### config.mk
export PLATFORM = sky130hd
export DESIGN_NAME = rr_arbiter_8
export DESIGN_NICKNAME = d
export VERILOG_FILES = /design/src/rtl/rr_arbiter_pkg.sv /design/src/rtl/rr_pick_8.sv /design/src/rtl/rr_arbiter_8.sv
export SDC_FILE = /design/constraint.sdc
export NUM_CORES = 1
export LEC_CHECK = 0
export ABC_CLOCK_PERIOD_IN_PS = 8700
export CORE_MARGIN = 2
export CORE_UTILIZATION = 60
export CTS_BUF_LIST = sky130_fd_sc_hd__clkbuf_8
export DETAILED_ROUTE_END_ITERATION = 8
export MAX_ROUTING_LAYER = met4
export PLACE_DENSITY = 0.86
export SLEW_MARGIN = 20
export SYNTH_ARGS = -nofsm -noshare
export SYNTH_HDL_FRONTEND = slang
export SYNTH_SLANG_ARGS = --single-unit
export TNS_END_PERCENT = 5
### constraint.sdc
create_clock -name clk -period 8.7 [get_ports clk]
set_clock_uncertainty 0.05 [all_clocks]
set_input_delay 1.305 -clock clk [delete_from_list [all_inputs] [get_ports clk]]
set_output_delay 1.305 -clock clk [all_outputs]
set_load 0.01 [all_outputs]
### src/rtl/rr_arbiter_pkg.sv
// Shared constants and state type for the 8-way round-robin arbiter.
package rr_arbiter_pkg;

    localparam int N_REQ = 8;
    localparam int IDX_W = 3;

    typedef enum logic {
        IDLE,
        BUSY
    } arb_state_t;

endpackage

### src/rtl/rr_pick_8.sv
// Rotating priority picker: first set request at or after ptr, mod 8.
module rr_pick_8
    import rr_arbiter_pkg::*;
(
    input  logic [N_REQ-1:0] req,
    input  logic [IDX_W-1:0] ptr,
    output logic [IDX_W-1:0] pick_idx,
    output logic             pick_vld
);

    logic [N_REQ-1:0] rot;
    logic [IDX_W-1:0] enc;

    // Rotate right so requester ptr lands on bit 0.
    assign rot = N_REQ'({req, req} >> ptr);

    always_comb begin
        enc      = '0;
        pick_vld = 1'b0;
        for (int i = N_REQ - 1; i >= 0; i--) begin
            if (rot[i]) begin
                enc      = IDX_W'(i);
                pick_vld = 1'b1;
            end
        end
    end

    assign pick_idx = enc + ptr;

endmodule

### src/rtl/rr_arbiter_8.sv
// Round-robin arbiter for 8 requesters with done release and hold timeout.
module rr_arbiter_8
    import rr_arbiter_pkg::*;
#(
    parameter int MAX_HOLD = 16
) (
    input  logic             clk,
    input  logic             rst,
    input  logic [N_REQ-1:0] req,
    input  logic             done,
    output logic [N_REQ-1:0] gnt,
    output logic [IDX_W-1:0] gnt_idx,
    output logic             gnt_valid,
    output logic             timeout
);

    localparam int CNT_W = (MAX_HOLD < 1) ? 1 : $clog2(MAX_HOLD + 1);
    localparam int LAST_I = (MAX_HOLD < 1) ? 0 : MAX_HOLD - 1;
    localparam logic [CNT_W-1:0] HOLD_LAST = CNT_W'(LAST_I);

    arb_state_t       state_q;
    logic [IDX_W-1:0] ptr_q;
    logic [CNT_W-1:0] hold_cnt_q;
    logic [N_REQ-1:0] gnt_q;
    logic [IDX_W-1:0] gnt_idx_q;
    logic             gnt_valid_q;
    logic             timeout_q;

    logic [IDX_W-1:0] pick_idx;
    logic             pick_vld;
    logic             hold_exp;

    rr_pick_8 u_pick (
        .req      (req),
        .ptr      (ptr_q),
        .pick_idx (pick_idx),
        .pick_vld (pick_vld)
    );

    assign hold_exp = (MAX_HOLD != 0) && (hold_cnt_q == HOLD_LAST);

    always_ff @(posedge clk) begin
        if (rst) begin
            state_q     <= IDLE;
            ptr_q       <= '0;
            hold_cnt_q  <= '0;
            gnt_q       <= '0;
            gnt_idx_q   <= '0;
            gnt_valid_q <= 1'b0;
            timeout_q   <= 1'b0;
        end else begin
            timeout_q <= 1'b0;
            unique case (state_q)
                IDLE: begin
                    if (pick_vld) begin
                        state_q     <= BUSY;
                        gnt_q       <= N_REQ'(1) << pick_idx;
                        gnt_idx_q   <= pick_idx;
                        gnt_valid_q <= 1'b1;
                        hold_cnt_q  <= '0;
                    end
                end
                BUSY: begin
                    // done takes precedence, so a coincident expiry is not a timeout
                    if (done || hold_exp) begin
                        state_q     <= IDLE;
                        gnt_q       <= '0;
                        gnt_valid_q <= 1'b0;
                        ptr_q       <= gnt_idx_q + IDX_W'(1);
                        timeout_q   <= ~done;
                    end else begin
                        hold_cnt_q <= hold_cnt_q + CNT_W'(1);
                    end
                end
                default: state_q <= IDLE;
            endcase
        end
    end

    assign gnt       = gnt_q;
    assign gnt_idx   = gnt_idx_q;
    assign gnt_valid = gnt_valid_q;
    assign timeout   = timeout_q;

endmodule

## After elaboration in Yosys (flattened, before gate mapping)

Cells that the tools add are included.

| operators by class | value |
|---|---|
| bitwise gates (word level) | 3 |
| reduce and logical (&&, ||, !) cells | 6 |
| multiplexer cells | 28 |
| shift-type cells | 2 |
| add/subtract/negate cells | 3 |
| equal/unequal tests | 4 |

Operators with widths:

| kind | number |
|---|---|
| 2-to-1 mux 3 bit | 8 |
| 2-to-1 mux 8 bit | 2 |
| one-hot mux 8 bit (2 select lines) | 1 |
| >> shifter 16 x 3 -> 8 bit | 1 |
| 2-to-1 mux 1 bit | 12 |
| 2-to-1 mux 5 bit | 2 |
| one-hot mux 5 bit (2 select lines) | 1 |
| AND reduction 2 bit | 4 |
| left shift 1 x 3 -> 8 bit, first input constant | 1 |
| adder 5 x 1 -> 5 bit, second input constant | 1 |
| equality test 5 x 4 -> 1 bit, second input constant | 1 |
| != test 2 bit, second input constant | 2 |
| one-hot mux 1 bit (2 select lines) | 2 |
| adder 3 x 1 -> 3 bit, second input constant | 1 |
| adder 3 bit | 1 |
| inverter 1 bit | 3 |
| OR reduction 3 bit | 1 |
| != test 2 x 1 -> 1 bit, second input constant | 1 |
| logical OR 1 bit | 1 |

| word-level totals | value |
|---|---|
| output and inout port bits | 13 |
| register bits | 22 |

## Depth between registers and ports, before layout

| logic depth | value |
|---|---|
| depth after elaboration | 13 |
| mapped depth | 15 |
| depth with buffers taken out | 13 |

## Cells and area by module

A second synthesis with hierarchy kept.

| second synthesis, totals | value |
|---|---|
| cells, all modules | 173 |
| area total of the unflattened synthesis | 1557.7 um^2 |

Modules (own cells, without submodules):

| module | cells each | area an instance (um^2) | seq. area each (um^2) | times used |
|---|---|---|---|---|
| rr_arbiter_8 | 102 | 905.9 | 440.4 | 1 |
| rr_pick_8 | 71 | 651.9 | 0.0 | 1 |

## Least setup slack after synthesis

OpenSTA, ideal clock, no wires.

| timing path | value |
|---|---|
| path type | input to register |
| from | in req[2] |
| to | reg gnt_q[3] (netlist: gnt[3]) |
| slack | 4.605 ns |
| data arrival time | 3.975 ns |
| path buffers | 1 |
| stages on the path | 11 |
| required time | 8.579 ns |
| cells stage by stage | buf_2 > nor3b_1 > nor3_1 > nor4_2 > nor2b_1 > o21ai_1 > fa_1 > xor2_1 > a2111oi_4 > o21ai_1 > a21oi_1 |

| between the ends | value |
|---|---|
| longest elaborated chain between the ends | 13 |
| elaborated cells on any way between the ends | 23 |
| those cells by class | add/sub (1); eq/ne (1); shift (2); mux (18); reduce/logical (1) |

Ends and longest elaborated chain:

| item | line | source |
|---|---|---|
| start: declaration | rr_arbiter_8.sv:9 | `input logic [N_REQ-1:0] req,` |
| >> shifter 16 x 3 -> 8 bit (*) | rr_pick_8.sv:15 | `assign rot = N_REQ'({req, req} >> ptr);` |
| 2-to-1 mux 3 bit (8 in series) | rr_pick_8.sv:21 | `if (rot[i]) begin` |
| adder 3 bit | rr_pick_8.sv:28 | `assign pick_idx = enc + ptr;` |
| left shift 1 x 3 -> 8 bit | rr_arbiter_8.sv:57 | `gnt_q <= N_REQ'(1) << pick_idx;` |
| 2-to-1 mux 8 bit | rr_arbiter_8.sv:55 | `if (pick_vld) begin` |
| one-hot mux 8 bit (2 select lines) | rr_arbiter_8.sv:53 | `unique case (state_q)` |
| end signal: assignment | rr_arbiter_8.sv:57 |  |
| end: declaration | rr_arbiter_8.sv:24 | `logic [N_REQ-1:0] gnt_q;` |

Every way passes the cells marked *; elsewhere a longest branch is shown, timed or not. The select of a mux whose other input is x is not followed.
A chain may end at the register's enable or synchronous reset.

## Final worst setup path

| timing path | value |
|---|---|
| from | in req[2] |
| to | reg gnt_q[2] (netlist: gnt[2]) |

The elaborated chain is that of the path after synthesis.

==> results.sh <==
export IMPL_rows=19
export IMPL_min_from="gnt[3]"
export IMPL_cp_slowest_cell="nor4_2"
export IMPL_start_util=0.641
export IMPL_synth_most_common_cell="dfxtp_1"
export IMPL_critical_path_cell_chain="clkdlybuf4s50_1 > nor3b_1 > nor3_1 > nor4_2 > nor2b_1 > o21ai_1 > fa_1 > xor2_1 > a2111oi_4 > o21ai_1 > a21oi_1"
export IMPL_wl_per_cell_um=17.3
export IMPL_synth_top_area_share=0.247
export IMPL_ys_seq_elements=22
export IMPL_cts_sinks=22
export IMPL_critPathMaxStageDelay_ps=600
export IMPL_post_cts_resized=0
export IMPL_required_ps=8830
export IMPL_insertion_delay_ps=270
export IMPL_end_kind="flop"
export IMPL_clock_path_buffers=2
export IMPL_die_w_um=58.5
export IMPL_setup_viol=0
export IMPL_via_per_inst=6.75
export IMPL_dp_hpwl_mm=3.14
export IMPL_ir_worst_vdd_uv=163
export IMPL_clk_pin_slew_ps=80
export IMPL_finalCritPeriodShare=0.540
export IMPL_first_iter_violations=219
export IMPL_cts_root_buf="clkbuf_8"
export IMPL_die_y_um=58.5
export IMPL_ant_nets=0
export IMPL_start_kind="primary input"
export IMPL_synth_enable_flop_cells=0
export IMPL_instances_no_fill=261
export IMPL_outcome="finished clean"
export IMPL_synthCells=221
export IMPL_hold_buffers=0
export IMPL_synth_area_leader_cell="dfxtp_1"
export IMPL_nNetsFinal=247
export IMPL_syn_to_final_growth_pct=13.1
export IMPL_synth_seq_area_share=0.247
export IMPL_gp_congestion=0.884
export IMPL_grt_pass1_wl_mm=7.71
export IMPL_hold_violations=0
export IMPL_r2r_end="gnt[2]"
export IMPL_p_per_area_nw_per_um2=150
export IMPL_min_period_ps=4700
export IMPL_routed_wl_mm=4.51
export IMPL_drive_gt1_frac=0.113
export IMPL_hold_depth=2
export IMPL_rr_worst_depth=10
export IMPL_power_leakage_uw=0.000637
export IMPL_hold_end="gnt[3]"
export IMPL_n_antenna_cell=0
export IMPL_synth_distinct_cells=51
export IMPL_fmax_mhz=213
export IMPL_grt_pass1_vias=1685
export IMPL_dp_cells=257
export IMPL_synth_nets=237
export IMPL_design_core_area_um2=2780
export IMPL_num_vias=1763
export IMPL_worstSetupStartpoint="req[2]"
export IMPL_crit_fanout=9
export IMPL_ctsHtreeMaxLevel=1
export IMPL_syn_area_per_cell_um2=8.06
export IMPL_numCtsBuffers=3
export IMPL_grtUsageTotal=0.295
export IMPL_path_class="in -> reg"
export IMPL_hp_class="reg -> reg"
export IMPL_grt_max_degree=34
export IMPL_portBuffers=23
export IMPL_async_flop_share=0
export IMPL_synth_area_leaders="dfxtp_1, a21oi_1, nor3_1"
export IMPL_grt_overflow_total=0
export IMPL_die_area_um2=3420
export IMPL_post_cts_buffers=0
export IMPL_netlist_area_um2=1780
export IMPL_antenna_found_initial=0
export IMPL_cts_tree="built"
export IMPL_drc=0
export IMPL_rrSetupSlack_ps=4880
export IMPL_worst_pin_slew_ps=768
export IMPL_relSlewSlack=0.486
export IMPL_slew_viol_final=0
export IMPL_synth_top_flop_cell="dfxtp_1"
export IMPL_drt_pass1_iter_count=4
export IMPL_crit_top_cell="o21ai_1"
export IMPL_final_setup_tns_ps=0
export IMPL_synth_warnings=0
export IMPL_critPathArrivalTime_ps=4830
export IMPL_rsz0062_at_grt="no"
export IMPL_ios=24
export IMPL_total_power_uw=302
export IMPL_max_cap_viol_count=0
export IMPL_fin_util=0.725
export IMPL_synth_common_cells="dfxtp_1, a21oi_1, nor3_1"
export IMPL_rr_startpoint="ptr_q[1]"
[worst max path at each step]
stage | end | slack [ps]
after floorplan | gnt[3] | 4600
after global placement | gnt[0] | 3860
after detailed placement | gnt[2] | 3740
after CTS | gnt[2] | 4010
after global routing | gnt[3] | 3740
final | gnt[2] | 4000
[sequential cells by signal, summed over array words and instances, names as in the netlist]
signal      count
timeout         1
hold_cnt_q      5
ptr_q           3
gnt_idx         3
state_q         1
gnt_valid       1
gnt             8
[critical path: cells and delay by family]
kind / cells / cell delay, ps
AOI/OAI and AO/OA: 4 / 860
buffers and inverters: 1 / 580
and+or+nand+nor: 4 / 1360
adders and majority gates: 1 / 470
xor gates and xnor gates: 1 / 250
[layout by cell type, fill, tap and decap left out, types with 2 or more instances in the layout]
cell type        Yosys  final
inv_1               10     10
nor3b_2              3      3
o211ai_1             3      3
or4_4                2      2
mux2i_1              4      4
nor3_2               2      2
nor3_1              21     21
nor4_1               6      6
nor4_2               2      2
nor3b_1              7      7
nor2_1              13     13
nor2b_1              2      2
nand3_1              6      6
ha_1                 4      4
a31oi_1              4      4
a211oi_1             6      6
clkbuf_8             0      4
dfxtp_1             22     21
a32oi_1              4      4
xnor2_1              2      2
clkdlybuf4s50_1      0     23
nand2_1             19     19
mux4_2               4      4
nand2b_1             4      4
and3_1               2      2
o21bai_1             2      2
o21ai_1              6      6
mux2_2               3      3
a21oi_1             21     21
[stage by stage]
stage	setup WS, ps	cell area [um2]	hold slack [ps]
after floorplan	4600	1780	399
after global placement	3860	1960	391
after detailed placement	3740	1960	398
after CTS	4010	2010	407
after global routing	3740	2020	434
final	4000	2020	411
[cell type report]
cell class,count,area (um2)
inverter,10,37.5
tap,31,38.8
sequential,22,442
multi-input combinational,171,1210
timing repair buffer,23,230
clock buffer,4,55.1
fill,223,766
[cells by family (layout without fill, tap and decap cells)]
group	count (synthesis)	in the layout	synth area share
compound gates	61	61	0.246
mux	11	11	0.0920
simple gates	91	91	0.288
fa+ha+maj	5	5	0.0393
xor+xnor	3	3	0.0147
flops	22	22	0.247
buf+inv	28	37	0.0723
[routing by layer]
layer	track usage	vias to the layer above	routed length [um]
met3	0.0198	10	155
met1	0.362	841	2010
met4	0.126	0	76
met5	-	-	0
li1	-	848	-
met2	0.499	64	2270
[power breakdown]
| part | switching, uW | internal [uW] | leakage (uW) |
|---|---|---|---|
| registers | 13.2 | 108 | 0.000180 |
| clock network | 34.4 | 40.4 | 0.0000288 |
| logic | 57.6 | 47.7 | 0.000428 |
| total | 105 | 196 | 0.000637 |
Power figures use the tool's default switching activity.
